## src/rtl/mult_arb_pkg.sv

```systemverilog
// mult_arb_pkg: shared state encoding and parameter defaults for the multiplier-sharing arbiter.
package mult_arb_pkg;
  typedef enum logic [2:0] {IDLE, GRANT, LAUNCH, WAIT, RESP} state_t;
  localparam int DEF_WIDTH          = 4;
  localparam int DEF_NUM_REQ        = 4;
  localparam int DEF_TIMEOUT_CYCLES = 64;
endpackage

```

## src/rtl/mult_share_arbiter_rr_picker.sv

```systemverilog
// rr_picker: combinational find-first-set of req starting at rr_ptr, wrapping modulo N.
module rr_picker #(
  parameter int N  = 4,
  parameter int IW = 2
) (
  input  logic [N-1:0]  req,
  input  logic [IW-1:0] rr_ptr,
  output logic [N-1:0]  gnt,
  output logic [IW-1:0] idx,
  output logic          any
);
  logic [IW-1:0] j;
  // Walk offsets from farthest to nearest so the nearest set bit wins last.
  always_comb begin
    gnt = '0;
    idx = '0;
    j   = '0;
    for (int k = N - 1; k >= 0; k--) begin
      j = IW'((int'(rr_ptr) + k) % N);
      if (req[j]) begin
        gnt    = '0;
        gnt[j] = 1'b1;
        idx    = j;
      end
    end
  end
  assign any = |req;
endmodule

```

## src/rtl/mult_share_arbiter.sv

```systemverilog
// mult_share_arbiter: round-robin sharing of one sequential multiplier among NUM_REQ requesters.
// Optional watchdog on the multiplier completion enabled by MULT_ARB_TIMEOUT_EN.
module mult_share_arbiter
  import mult_arb_pkg::*;
#(
  parameter int WIDTH          = DEF_WIDTH,
  parameter int NUM_REQ        = DEF_NUM_REQ,
  parameter int TIMEOUT_CYCLES = DEF_TIMEOUT_CYCLES
) (
  input  logic                     clk,
  input  logic                     rst,
  input  logic [NUM_REQ-1:0]       req,
  input  logic [NUM_REQ*WIDTH-1:0] op_a,
  input  logic [NUM_REQ*WIDTH-1:0] op_b,
  output logic [NUM_REQ-1:0]       gnt,
  output logic [NUM_REQ-1:0]       done,
  output logic [2*WIDTH-1:0]       result,
  output logic                     mult_start,
  output logic [WIDTH-1:0]         mult_a,
  output logic [WIDTH-1:0]         mult_b,
  input  logic                     mult_done,
  input  logic [2*WIDTH-1:0]       mult_product,
  output logic                     err
);
  localparam int IW = $clog2(NUM_REQ);
  state_t             state, nxt;
  logic [IW-1:0]      win, rr_ptr, pick_idx;
  logic [NUM_REQ-1:0] pick_gnt;
  logic               pick_any, timeout;
  rr_picker #(.N(NUM_REQ), .IW(IW)) u_pick (
    .req(req), .rr_ptr(rr_ptr), .gnt(pick_gnt), .idx(pick_idx), .any(pick_any)
  );
`ifdef MULT_ARB_TIMEOUT_EN
  localparam int CW = $clog2(TIMEOUT_CYCLES + 1);
  logic [CW-1:0] cnt;
  // cnt is zero on the first WAIT cycle, so WAIT lasts exactly TIMEOUT_CYCLES cycles.
  assign timeout = state == WAIT && !mult_done && cnt == CW'(TIMEOUT_CYCLES - 1);
  always_ff @(posedge clk or posedge rst) begin
    if (rst) begin
      cnt <= '0;
      err <= 1'b0;
    end else begin
      cnt <= state == WAIT ? cnt + 1'b1 : '0;
      err <= timeout;
    end
  end
`else
  assign timeout = 1'b0;
  assign err     = 1'b0;
`endif
  always_ff @(posedge clk or posedge rst) begin
    if (rst) state <= IDLE;
    else     state <= nxt;
  end
  always_comb begin
    nxt = state;
    case (state)
      IDLE:    nxt = pick_any ? GRANT : IDLE;
      GRANT:   nxt = LAUNCH;
      LAUNCH:  nxt = WAIT;
      WAIT:    nxt = (mult_done || timeout) ? RESP : WAIT;
      RESP:    nxt = IDLE;
      default: nxt = IDLE;
    endcase
  end
  assign mult_start = state == LAUNCH;
  always_ff @(posedge clk or posedge rst) begin
    if (rst) begin
      win    <= '0;
      rr_ptr <= '0;
      gnt    <= '0;
      done   <= '0;
      result <= '0;
      mult_a <= '0;
      mult_b <= '0;
    end else begin
      done <= '0;
      if (state == IDLE && pick_any) begin
        win <= pick_idx;
        gnt <= pick_gnt;
      end
      if (state == GRANT)
        for (int i = 0; i < NUM_REQ; i++)
          if (win == IW'(i)) begin
            mult_a <= op_a[i*WIDTH +: WIDTH];
            mult_b <= op_b[i*WIDTH +: WIDTH];
          end
      if (state == WAIT && (mult_done || timeout)) begin
        done   <= gnt;
        result <= mult_done ? mult_product : '0;
      end
      if (state == RESP) begin
        gnt    <= '0;
        rr_ptr <= int'(win) == NUM_REQ - 1 ? '0 : win + 1'b1;
      end
    end
  end
endmodule

```

## config.mk

```make
export PLATFORM = sky130hd
export DESIGN_NAME = mult_share_arbiter
export DESIGN_NICKNAME = d
export VERILOG_FILES = /design/src/rtl/mult_arb_pkg.sv /design/src/rtl/mult_share_arbiter_rr_picker.sv /design/src/rtl/mult_share_arbiter.sv
export SDC_FILE = /design/constraint.sdc
export NUM_CORES = 1
export LEC_CHECK = 0
export CORE_AREA = 2 2 91 93
export DETAILED_ROUTE_END_ITERATION = 8
export DIE_AREA = 0 0 93 95
export GPL_ROUTABILITY_DRIVEN = 1
export GPL_TIMING_DRIVEN = 0
export PLACE_DENSITY = 0.48
export REMOVE_ABC_BUFFERS = 1
export SYNTH_ARGS = -nofsm -noshare
export SYNTH_HDL_FRONTEND = slang
export SYNTH_SLANG_ARGS = --single-unit
export TNS_END_PERCENT = 5
```

## constraint.sdc

```tcl
create_clock -name clk -period 4.95 [get_ports clk]
set_clock_uncertainty 0.05 [all_clocks]
set_input_delay 0.7425 -clock clk [delete_from_list [all_inputs] [get_ports clk]]
set_output_delay 0.7425 -clock clk [all_outputs]
set_load 0.02 [all_outputs]
```

**Word-level counts from Yosys, hierarchy flattened**

Cells that the tools add are included.

- Div/mod/pow operators: 0
- $lt $le $gt $ge: 8
- Muxes and demuxes: 40
- $mul: 0
- Eq/ne operators: 8
- Add/sub/neg operators: 4
- Bitwise gates (word level): 0
- Shifts and indexed selects: 0
- Reductions and logical operators: 12

Operator list:

| operator | count |
|---|---|
| two-way mux 4 bit | 15 |
| less-than comparator 2 x 3 -> 1 bit (second input constant) | 4 |
| one-hot mux 3 bit (4 select lines) | 1 |
| two-way mux 2 bit | 5 |
| two-way mux 1 bit | 9 |
| binary-select mux 1 bit (select 2 bit) | 4 |
| demux 1 bit (select 2 bit) | 4 |
| greater-or-equal comparator 2 x 1 -> 1 bit (second input constant) | 4 |
| two-way mux 8 bit | 1 |
| == test 3 x 2 -> 1 bit (second input constant) | 2 |
| logical AND 1 bit | 6 |
| adder 2 x 1 -> 2 bit (second input constant) | 2 |
| adder 2 bit (second input constant) | 2 |
| == test 2 x 1 -> 1 bit (second input constant) | 2 |
| == test 2 bit (second input constant) | 2 |
| nonzero test 4 bit | 1 |
| OR reduction 4 bit | 1 |
| == test 3 x 1 -> 1 bit (second input constant) | 1 |
| == test 3 bit (second input constant) | 1 |
| logical NOT 3 bit | 1 |
| two-way mux 3 bit | 1 |
| logical NOT 2 bit | 1 |
| AND reduction 2 bit | 1 |
| nonzero test 2 bit | 1 |

- Output and inout bits: 26
- Bits in writable memories: 0
- Bits in latches: 0
- Word-level logic and storage cells: 80
- Register bits after elaboration: 31
- Input bits: 47
- Memories: 0
- ROM bits: 0

**Longest topological paths before layout**

Gate-level depths: netlist (run 1).

- Word-level depth: 11
- Mapped depth: 8
- Depth with buffers taken out: 7

**By module**

Synthesis (run 1) repeated with hierarchy kept, for this count alone.

- Cells, all modules: 211
- Area, all modules: 2137.0 µm²

By module, submodules not included:

| module | seq. area each (µm²) | cells each | instances | area each (µm²) |
|---|---|---|---|---|
| mult_share_arbiter | 775.7 | 149 | 1 | 1639.1 |
| rr_picker | 0.0 | 62 | 1 | 498.0 |

**Least setup slack after synthesis (run 1)**

OpenSTA, ideal clock, no wires.

- Kind: flip-flop to flip-flop
- From: register rr_ptr[1]
- To: register gnt[0]
- Slack: 2.930 ns
- Required time: 4.772 ns
- Period minus slack after synthesis: 2.020 ns
- Library setup time: 0.128 ns
- Path buffers: 0
- Arrival: 1.842 ns
- Cell stages (with the launch flop): 8
- Path through: dfrtp_1 -> inv_1 -> ha_1 -> mux4_2 -> nand2_1 -> nand2_1 -> a221oi_1 -> o21ai_1

- Cells in the longest elaborated chain, start to end: 11
- Elaborated cells between the ends (all ways): 37
- Those cells by class: add/sub (3); order compare (8); mux (22); reduce/logical (4)

RTL lines:

| element | line | text |
|---|---|---|
| from (decl) | mult_share_arbiter.sv:27 | `logic [IW-1:0] win, rr_ptr, pick_idx;` |
| from (signal assigned) | mult_share_arbiter.sv:94 | `rr_ptr <= int'(win) == NUM_REQ - 1 ? '0 : win + 1'b1;` |
| adder 2 bit | mult_share_arbiter_rr_picker.sv:19 | `j = IW'((int'(rr_ptr) + k) % N);` |
| less-than comparator 2 x 3 -> 1 bit (implied by the code) or greater-or-equal comparator 2 x 1 -> 1 bit (tied branches) | mult_share_arbiter_rr_picker.sv:22 | `gnt[j] = 1'b1;` |
| logical AND 1 bit (implied by the code) | mult_share_arbiter_rr_picker.sv:22 |  |
| two-way mux 1 bit (implied by the code) | mult_share_arbiter_rr_picker.sv:22 |  |
| demux 1 bit (select 2 bit) | n/a |  |
| two-way mux 4 bit (3 in series) | mult_share_arbiter_rr_picker.sv:20 | `if (req[j]) begin` |
| two-way mux 4 bit (*) | mult_share_arbiter_rr_picker.sv:20 |  |
| two-way mux 4 bit (*) | mult_share_arbiter.sv:78 | `if (state == IDLE && pick_any) begin` |
| two-way mux 4 bit (*) | mult_share_arbiter.sv:92 | `if (state == RESP) begin` |
| to (signal assigned) | mult_share_arbiter.sv:80 | `gnt <= pick_gnt;` |
| to (decl) | mult_share_arbiter.sv:15 | `output logic [NUM_REQ-1:0] gnt,` |

Every way passes the cells marked *; elsewhere a longest branch is shown, timed or not. The select of a mux whose other input is x is not followed.
A chain may end at the register's enable or synchronous reset.

**Final worst setup path (run 1)**

- From: register state[2]
- To: output port mult_start

- Cells in the longest elaborated chain, start to end: 1

RTL lines:

| element | line | text |
|---|---|---|
| from (decl) | mult_share_arbiter.sv:26 | `state_t state, nxt;` |
| from (signal assigned) | mult_share_arbiter.sv:53 | `else state <= nxt;` |
| == test 3 x 2 -> 1 bit | mult_share_arbiter.sv:66 | `assign mult_start = state == LAUNCH;` |
| to (decl) | mult_share_arbiter.sv:18 | `output logic mult_start,` |

No other way between the ends.

==> flow_summary.toml, run 1 <==
[run_status]
outcome = "finished, final reports clean"

[timing]
timing.fmax_ghz = 0.409
tns_ps = 0
fin_crit_sh = 0.495
period_needed_ps = 2450
rsz0062_at_grt = "false"
setup_viol = 0
relSlewSlack = 0.458
hold_slack_ps = 426
hold_violations = 0
worst_slew_pin_slew_ps = 809
slew_viol_final = 0

[floorplan]
io_pins = 73
fp.dieH_um = 95
die_area_um2 = 8840
rows = 33
die_x_um = 93
start_util = 0.242
coreArea_um2 = 7930

[final_layout]
final_util = 0.355
drive_gt1_frac = 0.0761
final_nets = 334
diodes = 0
final_cell_mix = "clkdlybuf4s50_1 (71), nand2_1 (48), dfrtp_1 (31)"
area.growth.synth_to_final_pct = 46.4
final_common_cell = "clkdlybuf4s50_1"
fillers = 833

[critical_path]
criticalPathCategory = "reg -> out"
critPathLaunchType = "flip-flop"
setup.worst_path.end_class = "primary output"
reg2reg_from = "rr_ptr[0]"
critPathArrivalTime_ps = 1660
critPathLaunch = "state[2]"
path_max_fanout = 6
crit_required_ps = 4160

[placement]
gp_routability_congestion = 0.814
dp_hpwl_um = 3350
port_buffers = 71

[synthesis]
ys_ff_latch = 31
synth-seq-area-share = 0.404
synth_warnings = 0
synth_cell_types = 40
synthesis.area_um2 = 1920
syn_area_per_cell_um2 = 9.37
postSynthCellCount = 205

[clocking]
path_clk_slew_ps = 60
cts_buffer_depth = 2
worstSkewPairLatency_ps = 280
cts_sinks = 31
ctsResizeCount = 0
post_cts_buffers = 0
cts-root-buf = "clkbuf_8"
numCtsBuffers = 5
cts_tree = "yes"
htree_levels = 2
cts_hold_buffers = 0

[detailed_routing]
top_layer_used = "met4"
wl_per_cell_um = 11.9
via_per_inst = 4.34
drtPass1Iterations = 3
met2_length_um = 2090
wl_met1_um = 2160
vias = 1655
routed_wirelength_um = 4550
drc = 0
drt_iter0_drc = 71
met3_length_um = 233
antenna_left = 0

[global_routing]
grt_pass1_wl_um = 7270
grt_pass1_vias = 1537
grtUsageTotal = 0.103
grt_max_degree = 32
globalRoute.totalOverflow = 0
grt_antenna_before_repair = 0

[power_and_ir_drop]
p_per_area_nw_per_um2 = 538
p_leak_uw = 0.00117
p_total_uw = 1510
max-vdd-ir-drop_v = 0.000181

[worst_hold_path]
worst_hold_path_type = "reg -> reg"
hold_start = "result[6]"

[run]
maxCapViolations = 0
## worst max-delay path: stages, from the launching register on
cell             delay, ps
dfrtp_1                470
nand2b_1               190
nor2_1                  90
clkdlybuf4s50_1        630
## per-stage QoR
stage	cell area, um^2	cells	setup slack (ps)
floorplan	1870	196	2880
global placement	2710	372	2350
global route	2810	381	2360
CTS	2790	380	2480
detailed placement	2710	372	2350
finish	2810	381	2500
## where the power goes
group          switching, uW  internal, uW  leakage (uW)
clock                   89.0          98.5     0.0000422
combinational            458           410      0.000746
sequential               101           358      0.000381
## sequential cells by signal, indices dropped and copies added, names as in the netlist
| signal | count |
|---|---|
| mult_b | 4 |
| result | 8 |
| win | 2 |
| gnt | 4 |
| state | 3 |
| done | 4 |
| mult_a | 4 |
| rr_ptr | 2 |
## path summary, 6_finish.rpt
check | depth (start not counted) | end | slack (ps)
max | 3 | mult_start | 2500
min | 2 | result[6] | 430
max reg2reg | 7 | gnt[1] | 2590
min reg2reg | 2 | result[6] | 430
max in group asynchronous | 3 | done[1] | 3800
min in group asynchronous | 2 | mult_a[0] | 650
## kinds of logic after synthesis
kind of cell | Yosys count | synth area share
other | 1 | 0.00195
buffers and inverters | 17 | 0.0423
flip-flops | 31 | 0.404
multiplexers | 24 | 0.149
AO/OA/AOI/OAI | 40 | 0.124
AND/OR/NAND/NOR | 80 | 0.201
adder cells (fa/ha/maj) | 12 | 0.0782
## synthesized netlist by cell type
cell	count	area (um^2)
nor3b_1	1	7.51
buf_2	5	25.0
mux2_4	3	45.0
a31oi_1	1	6.26
o211ai_1	1	7.51
o21ai_0	12	60.1
o31ai_1	2	15.0
dfrtp_1	31	776
o221ai_1	1	8.76
nor2_1	12	45.0
o21ai_1	7	35.0
mux2_2	1	11.3
mux2i_2	1	13.8
o311a_2	1	11.3
nand3_2	1	10.0
mux4_2	1	22.5
nand2_1	48	180
a221oi_1	4	35.0
buf_6	1	11.3
or2_1	1	6.26
nor4_1	2	12.5
nand3_1	1	5.00
buf_4	1	7.51
ha_1	12	150
nand2b_1	2	12.5
mux2i_1	17	170
clkbuf_1	2	7.51
nand3b_1	1	7.51
nor2_2	1	6.26
inv_1	6	22.5
nor3_1	1	5.00
a21oi_1	10	50.1
nor4_4	1	21.3
conb_1	1	3.75
mux2i_4	1	22.5
inv_2	2	7.51
and3_1	2	12.5
nor4b_4	1	23.8
and2_1	5	31.3
o311ai_0	1	8.76
## layout make-up
| class | count | area [um^2] | share of cell area |
|---|---|---|---|
| well taps | 105 | 131 | 0.0467 |
| clock buffers | 7 | 76.3 | 0.0271 |
| flip-flops and latches | 31 | 776 | 0.276 |
| inverters | 8 | 30.0 | 0.0107 |
| clock inverters | 1 | 5.00 | 0.00178 |
| repair buffers | 72 | 731 | 0.260 |
| multi-input cells | 157 | 1060 | 0.378 |
## metal layers
| layer | vias to the layer above | global-route usage |
|---|---|---|
| met5 | - | 0 |
| met4 | 0 | 0.0404 |
| met3 | 4 | 0.0255 |
| met2 | 41 | 0.157 |
| met1 | 769 | 0.140 |
| li1 | 841 | - |
(Power assumes the default switching activity.)
==> run 2: changes to the inputs <==
==> constraint.sdc (replaced) <==
create_clock -name clk -period 2.5 [get_ports clk]
set_clock_uncertainty 0.05 [all_clocks]
set_input_delay 0.375 -clock clk [delete_from_list [all_inputs] [get_ports clk]]
set_output_delay 0.375 -clock clk [all_outputs]
set_load 0.02 [all_outputs]
==> run 2 against run 1 <==
Net effect:
- cell area increased by 0.22%
- critical path depth increased by 4
- non-clock buffer count unchanged
- first-iteration DRC count decreased by 15%
- die area unchanged
- sequential share of layout area about the same
- largest cell class unchanged
- critical endpoint is now gnt[1]
==> flow_summary.toml, run 2 (synthesis gave the netlist of run 1 again) <==
[floorplan]
fp.dieH_um = 95
rows = 33
start_util = 0.242
die_x_um = 93
io_pins = 73
coreArea_um2 = 7930
die_area_um2 = 8840

[placement]
place_ws_ps = 165
place_area_um2 = 2710
dp_hpwl_um = 3350
gp_routability_congestion = 0.814
port_buffers = 71

[clocking]
cts_tree = "yes"
worstSkewPairLatency_ps = 280
ctsResizeCount = 0
path_clk_slew_ps = 70
htree_levels = 2
cts_hold_buffers = 0
post_cts_buffers = 0
cts_sinks = 31
cts-root-buf = "clkbuf_8"
cts_buffer_depth = 2
numCtsBuffers = 5

[critical_path]
cp_slowest_cell = "dfrtp_1"
critical_path.top_delay_family = "flip-flops"
critPathArrivalTime_ps = 2360
crit_required_ps = 2600
setup.worst_path.end_class = "flip-flop"
crit_path_frequent_cell = "nand2_1"
criticalPathCategory = "reg -> reg"
cp_num_buf_inv = 1
path_max_fanout = 8
crit_chain = "inv_1 > ha_1 > mux4_2 > nand2_1 > nand2_1 > a221oi_1 > o21ai_1"
critPathLaunchType = "flip-flop"
slowest_delay_ps = 540

[final_layout]
final_nets = 334
final_cell_mix = "clkdlybuf4s50_1 (71), nand2_1 (48), dfrtp_1 (30)"
largest_register_ffs = 8
design_area_um2 = 2820
final_common_cell = "clkdlybuf4s50_1"
drive_gt1_frac = 0.0870
diodes = 0
regMostFlops = "result"
final_util = 0.356
fillers = 831
area.growth.synth_to_final_pct = 46.8

[power_and_ir_drop]
p_leak_uw = 0.00117
max-vdd-ir-drop_v = 0.000357
p_per_area_nw_per_um2 = 1060

[timing]
hold_violations = 0
tns_ps = 0
timing.fmax_ghz = 0.444
fin_crit_sh = 0.901
relSlewSlack = 0.456
setup_viol = 0
worst_slew_pin_slew_ps = 813
period_needed_ps = 2250
hold_slack_ps = 277
rsz0062_at_grt = "false"
slew_viol_final = 0
fin_ws_ps = 246

[global_routing]
grt_pass1_vias = 1537
grt.busiest_layer = "met2"
grtUsageTotal = 0.103
use_met1 = 0.140
grt_max_degree = 32
use_met2 = 0.157
globalRoute.totalOverflow = 0
grt_pass1_wl_um = 7270
grt_antenna_before_repair = 0
use_met3 = 0.0255

[detailed_routing]
drtPass1Iterations = 4
drt_iter0_drc = 60
drc = 0
routed_wirelength_um = 4550
via_per_inst = 4.36
wl_per_cell_um = 12.0
antenna_left = 0
vias = 1660

[run_status]
outcome = "finished, final reports clean"

[worst_hold_path]
worst_hold_path_type = "in -> async"

[run]
maxCapViolations = 0
## run 2: cell type report
| class | instances | area, um^2 | area share |
|---|---|---|---|
| Clock buffer | 7 | 76.3 | 0.0271 |
| Clock inverter | 1 | 5.00 | 0.00178 |
| Inverter | 8 | 30.0 | 0.0107 |
| Multi-Input combinational cell | 157 | 1070 | 0.379 |
| Sequential cell | 31 | 777 | 0.276 |
| Tap cell | 105 | 131 | 0.0466 |
| Timing Repair Buffer | 72 | 731 | 0.259 |
## run 2: through the flow
step           std cells  total power (uW)
2_1_floorplan        196              2020
3_3_place_gp         372              2660
3_5_place_dp         372              2660
4_1_cts              380              3050
5_1_grt              381              3280
6_report             381              3000
## run 2: metal layers
| metal | share of wire | vias to the layer above |
|---|---|---|
| met3 | 0.052 | 4 |
| met4 | 0.015 | 0 |
| met5 | 0 | - |
| met2 | 0.46 | 41 |
| met1 | 0.47 | 773 |
| li1 | - | 842 |
## run 2: final timing paths
check	startpoint	end	slack, ps	cells after the start
setup / recovery	rr_ptr[1]	gnt[1]	250	7
hold / removal	rst	mult_a[0]	280	2
setup reg to reg	rr_ptr[1]	gnt[1]	250	7
hold reg to reg	result[6]	result[6]	430	2
max in group asynchronous	rst	rr_ptr[0]	1720	3
min in group clk	result[6]	result[6]	430	2
## run 2: where the power goes
part / leakage, uW / internal, uW / total [uW] / switching [uW]
Clock: 0.0000422 / 195 / 371 / 176
Combinational: 0.000743 / 816 / 1720 / 906
Sequential: 0.000379 / 710 / 910 / 200
Total: 0.00117 / 1720 / 3000 / 1280
